[src/rtl/pix_gray_conv.sv]
// Colour-to-gray/binary pixel converter with frame-synchronised configuration,
// a fixed 3-stage datapath and an input-side stream protocol checker.
module pix_gray_conv #(
    parameter int R_W   = 5,
    parameter int G_W   = 6,
    parameter int B_W   = 5,
    parameter int OUT_W = 8,
    parameter int CNT_W = 24
) (
    input  logic                     clk,
    input  logic                     rst_n,
    input  logic [R_W+G_W+B_W-1:0]   din,
    input  logic                     din_vld,
    input  logic                     din_sop,
    input  logic                     din_eop,
    input  logic [1:0]               cfg_mode,
    input  logic [7:0]               cfg_kr,
    input  logic [7:0]               cfg_kg,
    input  logic [7:0]               cfg_kb,
    input  logic [OUT_W-1:0]         cfg_thr,
    input  logic                     err_clr,
    output logic [OUT_W-1:0]         dout,
    output logic                     dout_vld,
    output logic                     dout_sop,
    output logic                     dout_eop,
    output logic [CNT_W-1:0]         frame_pix,
    output logic                     err_sop,
    output logic                     err_eop
);

    localparam int PIX_W  = R_W + G_W + B_W;
    localparam int PROD_W = OUT_W + 8;
    localparam int WSUM_W = OUT_W + 10;
    localparam int CSUM_W = OUT_W + 2;
    localparam int AVG_W  = CSUM_W + 7;

    localparam logic [OUT_W-1:0] THR_RST = {1'b1, {(OUT_W-1){1'b0}}};

    typedef enum logic [1:0] {
        MODE_WEIGHT = 2'd0,
        MODE_AVG    = 2'd1,
        MODE_THR    = 2'd2,
        MODE_GREEN  = 2'd3
    } mode_e;

    typedef struct packed {
        mode_e            mode;
        logic [7:0]       kr;
        logic [7:0]       kg;
        logic [7:0]       kb;
        logic [OUT_W-1:0] thr;
    } cfg_t;

    localparam cfg_t CFG_RST = '{mode: MODE_WEIGHT, kr: 8'd77, kg: 8'd150,
                                 kb: 8'd29, thr: THR_RST};

    // ---------------- channel split and MSB-replication expansion
    logic [R_W-1:0]   r_in;
    logic [G_W-1:0]   g_in;
    logic [B_W-1:0]   b_in;
    logic [OUT_W-1:0] r_exp, g_exp, b_exp;

    assign r_in = din[PIX_W-1 -: R_W];
    assign g_in = din[G_W+B_W-1 -: G_W];
    assign b_in = din[B_W-1:0];

    generate
        if (R_W == OUT_W) begin : g_r_full
            assign r_exp = r_in;
        end else begin : g_r_rep
            assign r_exp = {r_in, r_in[R_W-1 -: OUT_W-R_W]};
        end
        if (G_W == OUT_W) begin : g_g_full
            assign g_exp = g_in;
        end else begin : g_g_rep
            assign g_exp = {g_in, g_in[G_W-1 -: OUT_W-G_W]};
        end
        if (B_W == OUT_W) begin : g_b_full
            assign b_exp = b_in;
        end else begin : g_b_rep
            assign b_exp = {b_in, b_in[B_W-1 -: OUT_W-B_W]};
        end
    endgenerate

    // ---------------- configuration shadow
    logic sop_in, eop_in;
    cfg_t cfg_in, shadow, cfg_px;

    assign sop_in = din_vld & din_sop;
    assign eop_in = din_vld & din_eop;
    assign cfg_in = '{mode: mode_e'(cfg_mode), kr: cfg_kr, kg: cfg_kg,
                      kb: cfg_kb, thr: cfg_thr};
    // A frame's first pixel already uses the configuration it loads.
    assign cfg_px = sop_in ? cfg_in : shadow;

    always_ff @(posedge clk or negedge rst_n) begin
        if (!rst_n) begin
            shadow <= CFG_RST;
        end else if (sop_in) begin
            shadow <= cfg_in;
        end
    end

    // ---------------- pipeline control (reset)
    logic v1, sop1, eop1, v2, sop2, eop2;

    always_ff @(posedge clk or negedge rst_n) begin
        if (!rst_n) begin
            v1   <= 1'b0;
            sop1 <= 1'b0;
            eop1 <= 1'b0;
            v2   <= 1'b0;
            sop2 <= 1'b0;
            eop2 <= 1'b0;
        end else begin
            v1   <= din_vld;
            sop1 <= sop_in;
            eop1 <= eop_in;
            v2   <= v1;
            sop2 <= sop1;
            eop2 <= eop1;
        end
    end

    // ---------------- pipeline datapath (S1, S2)
    logic [OUT_W-1:0]  re1, ge1, be1, ge2;
    cfg_t              cfg1;
    logic [PROD_W-1:0] pr2, pg2, pb2;
    logic [CSUM_W-1:0] csum2;
    mode_e             mode2;
    logic [OUT_W-1:0]  thr2;

    // NOTE: datapath registers carry no reset; the valid bits alone qualify them.
    always_ff @(posedge clk) begin
        re1   <= r_exp;
        ge1   <= g_exp;
        be1   <= b_exp;
        cfg1  <= cfg_px;
        pr2   <= PROD_W'(re1) * PROD_W'(cfg1.kr);
        pg2   <= PROD_W'(ge1) * PROD_W'(cfg1.kg);
        pb2   <= PROD_W'(be1) * PROD_W'(cfg1.kb);
        csum2 <= CSUM_W'(re1) + CSUM_W'(ge1) + CSUM_W'(be1);
        ge2   <= ge1;
        mode2 <= cfg1.mode;
        thr2  <= cfg1.thr;
    end

    // ---------------- S3 result
    logic [WSUM_W-1:0] wsum, wshift;
    logic [AVG_W-1:0]  avg_full, avg_shift;
    logic [OUT_W-1:0]  w_sat, avg_val, result;

    assign wsum      = WSUM_W'(pr2) + WSUM_W'(pg2) + WSUM_W'(pb2);
    assign wshift    = wsum >> 8;
    assign w_sat     = (|wshift[WSUM_W-1:OUT_W]) ? '1 : wshift[OUT_W-1:0];
    assign avg_full  = AVG_W'(csum2) * AVG_W'(85);
    assign avg_shift = avg_full >> 8;
    // Cannot exceed OUT_W bits for 3 channels * 85/256; clamp keeps it explicit.
    assign avg_val   = (|avg_shift[AVG_W-1:OUT_W]) ? '1 : avg_shift[OUT_W-1:0];

    // NOTE: every always_comb output gets a default first so no latch is inferred.
    always_comb begin
        result = w_sat;
        unique case (mode2)
            MODE_WEIGHT: result = w_sat;
            MODE_AVG:    result = avg_val;
            MODE_THR:    result = (w_sat >= thr2) ? '1 : '0;
            MODE_GREEN:  result = ge2;
            default:     result = w_sat;
        endcase
    end

    always_ff @(posedge clk or negedge rst_n) begin
        if (!rst_n) begin
            dout     <= '0;
            dout_vld <= 1'b0;
            dout_sop <= 1'b0;
            dout_eop <= 1'b0;
        end else begin
            dout_vld <= v2;
            dout_sop <= sop2;
            dout_eop <= eop2;
            if (v2) begin
                dout <= result;
            end
        end
    end

    // ---------------- protocol checker and frame counter
    logic             in_frame;
    logic [CNT_W-1:0] cnt, cnt_inc;

    assign cnt_inc = (&cnt) ? cnt : cnt + CNT_W'(1);

    always_ff @(posedge clk or negedge rst_n) begin
        if (!rst_n) begin
            in_frame  <= 1'b0;
            cnt       <= '0;
            frame_pix <= '0;
            err_sop   <= 1'b0;
            err_eop   <= 1'b0;
        end else begin
            if (sop_in) begin
                cnt      <= CNT_W'(1);
                in_frame <= ~din_eop;
                if (din_eop) begin
                    frame_pix <= CNT_W'(1);
                end
            end else if (din_vld && in_frame) begin
                cnt <= cnt_inc;
                if (din_eop) begin
                    frame_pix <= cnt_inc;
                    in_frame  <= 1'b0;
                end
            end
            err_sop <= err_clr ? 1'b0 : (err_sop | (sop_in & in_frame));
            err_eop <= err_clr ? 1'b0 : (err_eop | (eop_in & ~din_sop & ~in_frame));
        end
    end

endmodule

[config.mk]
export PLATFORM = sky130hd
export DESIGN_NAME = pix_gray_conv
export DESIGN_NICKNAME = d
export VERILOG_FILES = /design/src/rtl/pix_gray_conv.sv
export SDC_FILE = /design/constraint.sdc
export NUM_CORES = 1
export LEC_CHECK = 0
export CAP_MARGIN = 20
export CORE_MARGIN = 4
export CORE_UTILIZATION = 42
export DETAILED_ROUTE_END_ITERATION = 10
export PLACE_DENSITY = 0.61
export SYNTH_ARGS = -nofsm -noshare
export SYNTH_HDL_FRONTEND = slang
export SYNTH_SLANG_ARGS = --single-unit
export TNS_END_PERCENT = 30
[constraint.sdc]
create_clock -name clk -period 7 [get_ports clk]
set_input_delay 0.7 -clock clk [delete_from_list [all_inputs] [get_ports clk]]
set_output_delay 0.7 -clock clk [all_outputs]
set_load 0.005 [all_outputs]
* Word level (Yosys, flattened, before mapping)
Index checks and enable logic that the tools add are counted.
** Operators by class
- Add/sub/neg operators :: 5
- Multiplexer cells :: 17
- Eq/ne operators :: 5
- Bitwise gates (word level) :: 10
- Reductions and logical operators :: 8
- Order comparisons :: 1
- $mul :: 4
** Operator list (count)
- 24-bit 2-to-1 mux :: 7
- 8-bit by 8-bit multiplier with 16-bit output :: 3
- 34-bit 2-to-1 mux :: 1
- 8-bit case mux with 4 select lines :: 1
- 24-bit by 1-bit adder with 24-bit output, second input constant :: 1
- 8-bit 2-to-1 mux :: 3
- 24-bit AND reduction :: 1
- 17-bit by 16-bit adder with 18-bit output :: 1
- 16-bit by 16-bit adder with 17-bit output :: 1
- 10-bit by 7-bit multiplier with 17-bit output, second input constant :: 1
- 9-bit by 8-bit adder with 10-bit output :: 1
- 8-bit by 8-bit adder with 9-bit output :: 1
- 8-bit greater-or-equal comparator :: 1
- 1-bit bitwise AND :: 5
- 1-bit 2-to-1 mux :: 5
- 2-bit == test, second input constant :: 2
- 2-bit inequality test, second input constant :: 2
- 2-bit nonzero test :: 2
- 1-bit NOT :: 3
- 3-bit AND reduction :: 1
- 2-bit by 1-bit == test with 1-bit output, second input constant :: 1
- 2-bit zero test :: 1
- 1-bit bitwise OR :: 2
- 2-bit AND reduction :: 1
- 2 further kinds :: 2
** Word-level totals
- Logic and storage cells :: 85
- Flip-flop bits (word level) :: 236

* Depth between registers and ports, before layout
Gate-level depths: netlist of the first run.
- Depth after elaboration :: 7
- Depth in mapped cells :: 20

* Worst setup path after synthesis of the first run
No wires, ideal clock.
- Path kind :: reg-to-reg
- Start :: reg ge1[6]
- End :: reg pg2[15]
- Library setup time :: 0.121 ns
- Clock period less this slack :: 4.289 ns
- Slack :: 2.711 ns
- Arrival :: 4.169 ns
- Cell stages (with the launch flop) :: 14
- Path buffers :: 0
- Cells stage by stage :: dfxtp_1 and2_1 fa_1 inv_1 fa_1 inv_1 fa_1 fa_1 ha_1 a21boi_1 o41a_1 a41o_1 o41a_1 xnor2_1
** Between the ends
- Longest elaborated chain between the ends :: 1
** Ends and longest elaborated chain
- start, declared :: line 126 : logic [OUT_W-1:0] re1, ge1, be1, ge2;
- start signal, assigned :: line 136 : ge1 <= g_exp;
- 8-bit by 8-bit multiplier with 16-bit output :: line 140 : pg2 <= PROD_W'(ge1) * PROD_W'(cfg1.kg);
- end signal, assigned :: line 140
- end, declared :: line 128 : logic [PROD_W-1:0] pr2, pg2, pb2;
No other way between the ends.
A chain may end at the register's enable or synchronous reset.

* Final worst setup path of the first run
- Start :: reg ge1[1]
- End :: reg pg2[14]
Same word-level chain as after synthesis.

==> results of run 1 <==
## layout make-up
| cell class | count | area share |
|---|---|---|
| multi-input cells | 1132 | 0.5296 |
| flip-flops and latches | 226 | 0.2776 |
| inverters | 262 | 0.05405 |
| repair buffers | 98 | 0.05295 |
| clock buffers | 40 | 0.04539 |
| well taps | 504 | 0.03466 |
| clock inverters | 10 | 0.005708 |
## how the worst max path moves through the flow
stage | to | slack (ns) | from | depth (start not counted)
5_1_grt | dout[3]$_DFFE_PN0P_ | 1.92 | pr2[4]$_DFF_P_ | 19
2_1_floorplan | pg2[15]$_DFF_P_ | 2.71 | ge1[6]$_DFF_P_ | 13
3_3_place_gp | pg2[15]$_DFF_P_ | 2.42 | ge1[4]$_DFF_P_ | 12
3_5_place_dp | pg2[15]$_DFF_P_ | 2.35 | ge1[4]$_DFF_P_ | 12
4_1_cts | pg2[14]$_DFF_P_ | 2.33 | ge1[1]$_DFF_P_ | 17
6_report | pg2[14]$_DFF_P_ | 2.32 | ge1[1]$_DFF_P_ | 17
## placed cells by master, fill, tap and decap left out, types with 5 or more instances in the layout
cell type	synthesis	layout
inv_1	262	261
nand2_1	228	228
ha_1	177	177
fa_1	140	140
dfxtp_1	124	124
and2_1	96	96
clkdlybuf4s50_1	0	91
dfrtp_1	89	89
o21ai_0	73	72
nor2_1	70	70
xnor2_1	51	51
a21oi_1	48	48
clkbuf_16	0	28
nor3_1	20	20
xor2_1	20	20
o31ai_1	17	17
nand3_1	16	16
a21o_1	15	15
dfstp_2	13	13
o21a_1	12	12
nor2b_1	11	11
and3_1	11	11
o21ai_1	9	9
a31oi_1	9	9
nand4_1	9	9
clkbuf_8	0	8
nand2b_1	7	7
buf_4	0	7
o41a_1	6	6
o21bai_1	6	6
o211ai_1	5	5
a211oi_1	5	5
and4_1	5	5
## routing by layer
layer | track usage | up-vias | share of wire
met5 | 0 | - | 0
met4 | 0.03125 | 0 | 0.016
met3 | 0.03016 | 45 | 0.048
met2 | 0.2950 | 199 | 0.46
met1 | 0.2543 | 5410 | 0.47
li1 | - | 5556 | -
## sequential cells by signal, indices dropped and copies added (netlist names), 2 cells and up
signal and count:
cfg1 34, shadow 34, cnt 24, frame_pix 24
pb2 16, pg2 16, pr2 16, csum2 10
dout 8, thr2 8, ge1 6, ge2 6
be1 5, re1 5, mode2 2
## per-stage QoR
stage	cells	setup WS (ns)	power (mW)	utilization	hold slack [ns]
2_1_floorplan	1652	2.711	6.297	-	0.3096
3_3_place_gp	2222	2.418	7.651	0.4682	0.3126
3_5_place_dp	2222	2.351	7.734	0.4682	0.3121
4_1_cts	2272	2.331	9.258	0.4935	0.1586
5_1_grt	2272	1.923	10.18	0.4935	0.1629
6_report	2272	2.324	9.147	0.4935	0.1394
## kinds of logic (layout without fill, tap and decap cells)
kind of cell,after synthesis,after routing,share of synthesized area
buf+inv,294,410,0.07152
compound gates,242,242,0.09842
fa+ha+maj,317,317,0.3172
simple gates,499,499,0.1522
mux,3,3,0.001899
flops,226,226,0.3194
xor+xnor,71,71,0.03932
## where the power goes
part	total, mW	internal (mW)	switching (mW)
Clock	1.43	0.857	0.571
Sequential	1.76	1.58	0.181
Combinational	5.96	2.60	3.36
## critical path: stages, from the launching register on
cell,delay (ns)
dfxtp_1,0.66
and2_1,0.26
ha_1,0.16
inv_1,0.05
fa_1,0.53
inv_1,0.04
ha_1,0.26
inv_1,0.05
fa_1,0.59
inv_1,0.06
ha_1,0.29
a21o_1,0.17
a21oi_1,0.22
nor2b_1,0.10
o41ai_1,0.40
o21ai_0,0.21
o41a_1,0.35
xor2_1,0.15
==> results.toml, run 1 <==
[final_layout]
area_delta_synth_final_pct = 15.05
register_area_um2 = 5051
design_area_um2 = 18200
drive_above_1_share = 0.04808
fill_cells = 3500
antenna_cells = 0
multi_input_area_um2 = 9637
fin_nets = 2120

[detailed_routing]
routed_wl_um = 36230
ant_nets = 0
drt-initial-drc-count = 528
vias_per_cell = 4.934
drc = 0
vias = 11210
wl_per_cell_um = 15.95
firstDrtPassIters = 4

[power]
p_leak_nw = 8.966
power_density_nw_per_um2 = 502.7
ir_drop_mv = 0.4224

[synth]
avgSynthCellArea_um2 = 9.573
ys_seq_area_frac = 0.3194
synth-main-ff-cell = "dfxtp_1"
netlist_area_um2 = 15820
syn_nets = 2025
synth_edf_count = 0
ys_types = 73
synth_cells = 1652
ys_warn_count = 0
synthTopCellsByCount = "inv_1, nand2_1, ha_1"
yosysTopAreaCell = "fa_1"
ys_top_cells_by_area = "fa_1, dfxtp_1, dfrtp_1, ha_1, inv_1"
synth_async_sr_flop_share = 0.4513
ys_ff_latch = 226
yosysMostFrequentCell = "inv_1"
synth_top_area_share = 0.1772

[clocking]
cts_hold_buf = 0
htreeDepth = 1
clk_latency_ns = 0.55
cts-root-buf = "clkbuf_16"
numCtsBuffers = 27
clock_sinks = 226
ctsResizeCount = 0
postCtsSetupRepairBufs = 0
cts_tree = "yes"
cts_max_path_buffers = 3
clk_pin_slew_ns = 0.06

[sta]
slew_violations = 0
rsz0062_at_grt = "false"
period_share = 0.6680
period_needed_ns = 4.676
tightest_slew_ns = 0.8056
hold_violations = 0
max-slew-margin-rel = 0.4609
fin_skew_ns = 0.01968
fmax_mhz = 213.8
tns_ns = 0
setup_viol = 0

[worst_setup_path]
r2r_cells = 17
regToRegEndpoint = "pg2[14]$_DFF_P_"
cp_max_fo = 11
endpoint_kind = "flop"
r2r_slack_ns = 2.32
path_class = "reg2reg"
cp-start-kind = "flop"
rr_startpoint = "ge1[1]$_DFF_P_"
critPathArrivalTime_ns = 5.10
worst_ep_required_time_ns = 7.43

[global_routing]
grt_pass1_wl_um = 60440
grt_pass1_vias = 11703
overflow = 0
antenna_found_initial = 0
grt_start_max_net_pins = 59
track_usage = 0.1795

[floorplanning]
die-width_um = 202.1
io_pins = 93
dieArea_um2 = 40820
die_h_um = 202.1
core-area_um2 = 36870
initial_utilization = 0.4289
floorplan.rows = 70

[placement]
post-dp-hpwl_um = 29210
place_congestion = 0.9084
portBuffers = 92
place_area_um2 = 17270

[run]
max_cap_violations = 0

[hold_path]
hold_path_class = "in2async"

[outcome]
status = "finished clean"
Power figures use the tool's default switching activity.
==> run 2: changes to the inputs <==
- clock period: 7 -> 4.52 ns (I/O delays scaled with it)
==> run 2 against run 1 <==
Effect of this change: via count is 0.76% lower; the flow now finishes with violations (hold timing); cell count grew 0.92%; largest cell class unchanged; cell area up 1.0%; critical path depth is 3 lower; die area is the same; largest power group unchanged; sequential power is 55% higher; global-route usage is 0.32 points lower; worst hold slack lost 0.15 ns; combinational power grew 58%.
==> results.toml, run 2 (synthesized netlist as in run 1, its figures left out) <==
[final_layout]
register_area_um2 = 5062
layout_commonest_cell = "inv_1"
antenna_cells = 0
fin_nets = 2141
layout_common_cells = "inv_1, nand2_1, ha_1"
design_area_um2 = 18380
area_delta_synth_final_pct = 16.21
finalNonFillerCells = 2293
drive_above_1_share = 0.06931
largestRegisters = "cfg1 (34), shadow (34)"
fill_cells = 3413
multi_input_area_um2 = 9714
utilization = 0.4984

[power]
swShare = 0.4520
combPwrFrac = 0.662
p_clk_frac = 0.147
internal_power_mw = 7.813
seq_power_share = 0.191
ir_drop_mv = 0.5551
p_sw_mw = 6.446
total_power_mw = 14.26
power_density_nw_per_um2 = 775.8
p_leak_nw = 9.080

[sta]
hold_violations = 7
period_share = 0.9650
holdWs_ns = -0.007611
setup_viol = 0
max-slew-margin-rel = 0.4259
tns_ns = 0
period_needed_ns = 4.362
fmax_mhz = 229.3
layout_setup_ws_ns = 0.1584
fin_skew_ns = 0.01544
tightest_slew_ns = 0.8591
slew_violations = 0
rsz0062_at_grt = "true"

[clocking]
clk_latency_ns = 0.55
htreeDepth = 1
numCtsBuffers = 27
cts_max_path_buffers = 3
clock_sinks = 226
clk_pin_slew_ns = 0.06
cts-root-buf = "clkbuf_16"
cts_tree = "yes"
cts_hold_buf = 0

[floorplanning]
die_h_um = 202.1
floorplan.rows = 70
die-width_um = 202.1
io_pins = 93
dieArea_um2 = 40820
initial_utilization = 0.4289
core-area_um2 = 36870

[global_routing]
grt_pass1_vias = 11409
grt_pass1_wl_um = 59480
track_usage = 0.1763
overflow = 0
antenna_found_initial = 1
grt_start_max_net_pins = 67

[detailed_routing]
wl_per_cell_um = 15.51
drc = 0
ant_nets = 0
vias_per_cell = 4.852
firstDrtPassIters = 4
vias = 11125
routed_wl_um = 35560
drt-initial-drc-count = 582

[worst_setup_path]
r2r_cells = 14
regToRegEndpoint = "pg2[15]$_DFF_P_"
cp-start-kind = "flop"
path_class = "reg2reg"
critPathArrivalTime_ns = 4.79
rr_startpoint = "ge1[1]$_DFF_P_"
endpoint_kind = "flop"
worst_ep_required_time_ns = 4.95
cp_max_fo = 6
r2r_slack_ns = 0.16

[placement]
portBuffers = 92
pre_cts_ws_ns = 0.05115
post-dp-hpwl_um = 28790
place_congestion = 0.8580
place_area_um2 = 17420
place_inst = 2242

[run]
max_cap_violations = 0

[hold_path]
hold_path_class = "in2async"

[outcome]
status = "complete, but fails checks"
violations = "hold timing"
==> run 2: power groups by stage <==
stage | combinational (mW) | clock, mW | sequential (mW)
2_1_floorplan | 7.09 | 0 | 2.66
3_3_place_gp | 9.11 | 0 | 2.76
3_5_place_dp | 9.23 | 0 | 2.77
4_1_cts | 9.34 | 2.15 | 2.73
5_1_grt | 10.8 | 2.24 | 2.77
6_report | 9.44 | 2.09 | 2.72
==> run 2: area by class of cell <==
class                           instances  share of cell area
Clock buffer                           41             0.04296
Clock inverter                          9            0.004221
Inverter                              262             0.05351
Multi-Input combinational cell       1132              0.5286
Sequential cell                       226              0.2754
Tap cell                              504             0.03431
Timing Repair Buffer                  119             0.06100
==> run 2: worst max-delay path, cell delays in order (launching register included) <==
cell and delay (ns):
dfxtp_1 0.35, and2_1 0.21, fa_1 0.45, fa_1 0.52
inv_1 0.05, fa_1 0.46, fa_1 0.55, inv_1 0.05
ha_1 0.32, o21ai_1 0.12, a21boi_1 0.11, o41a_1 0.34
a41o_1 0.26, o41a_1 0.33, xnor2_1 0.13
==> run 2: worst max-delay path by stage <==
stage / from / endpoint / slack [ns] / depth (start not counted)
5_1_grt: ge1[6]$_DFF_P_ / pg2[15]$_DFF_P_ / -0.05 / 13
6_report: ge1[1]$_DFF_P_ / pg2[15]$_DFF_P_ / 0.16 / 14
2_1_floorplan: ge1[6]$_DFF_P_ / pg2[15]$_DFF_P_ / 0.23 / 13
3_5_place_dp: re1[4]$_DFF_P_ / pr2[15]$_DFF_P_ / 0.05 / 14
4_1_cts: pr2[3]$_DFF_P_ / dout[3]$_DFFE_PN0P_ / 0.05 / 18
3_3_place_gp: ge1[2]$_DFF_P_ / pg2[15]$_DFF_P_ / 0.09 / 13
==> run 2: repair_timing <==
item | in CTS | in global routing
resized for setup | 1 | 26
setup endpoints to repair | 1 | 14
buffers inserted | 0 | 1
pin swaps | 0 | 9
==> run 2: layer usage <==
layer  GRT usage  share of wire  vias up
met5           0              0        -
met4     0.02930          0.012        0
met3     0.02599          0.041       30
met2      0.2823           0.46      178
met1      0.2591           0.48     5319
li1            -              -     5598
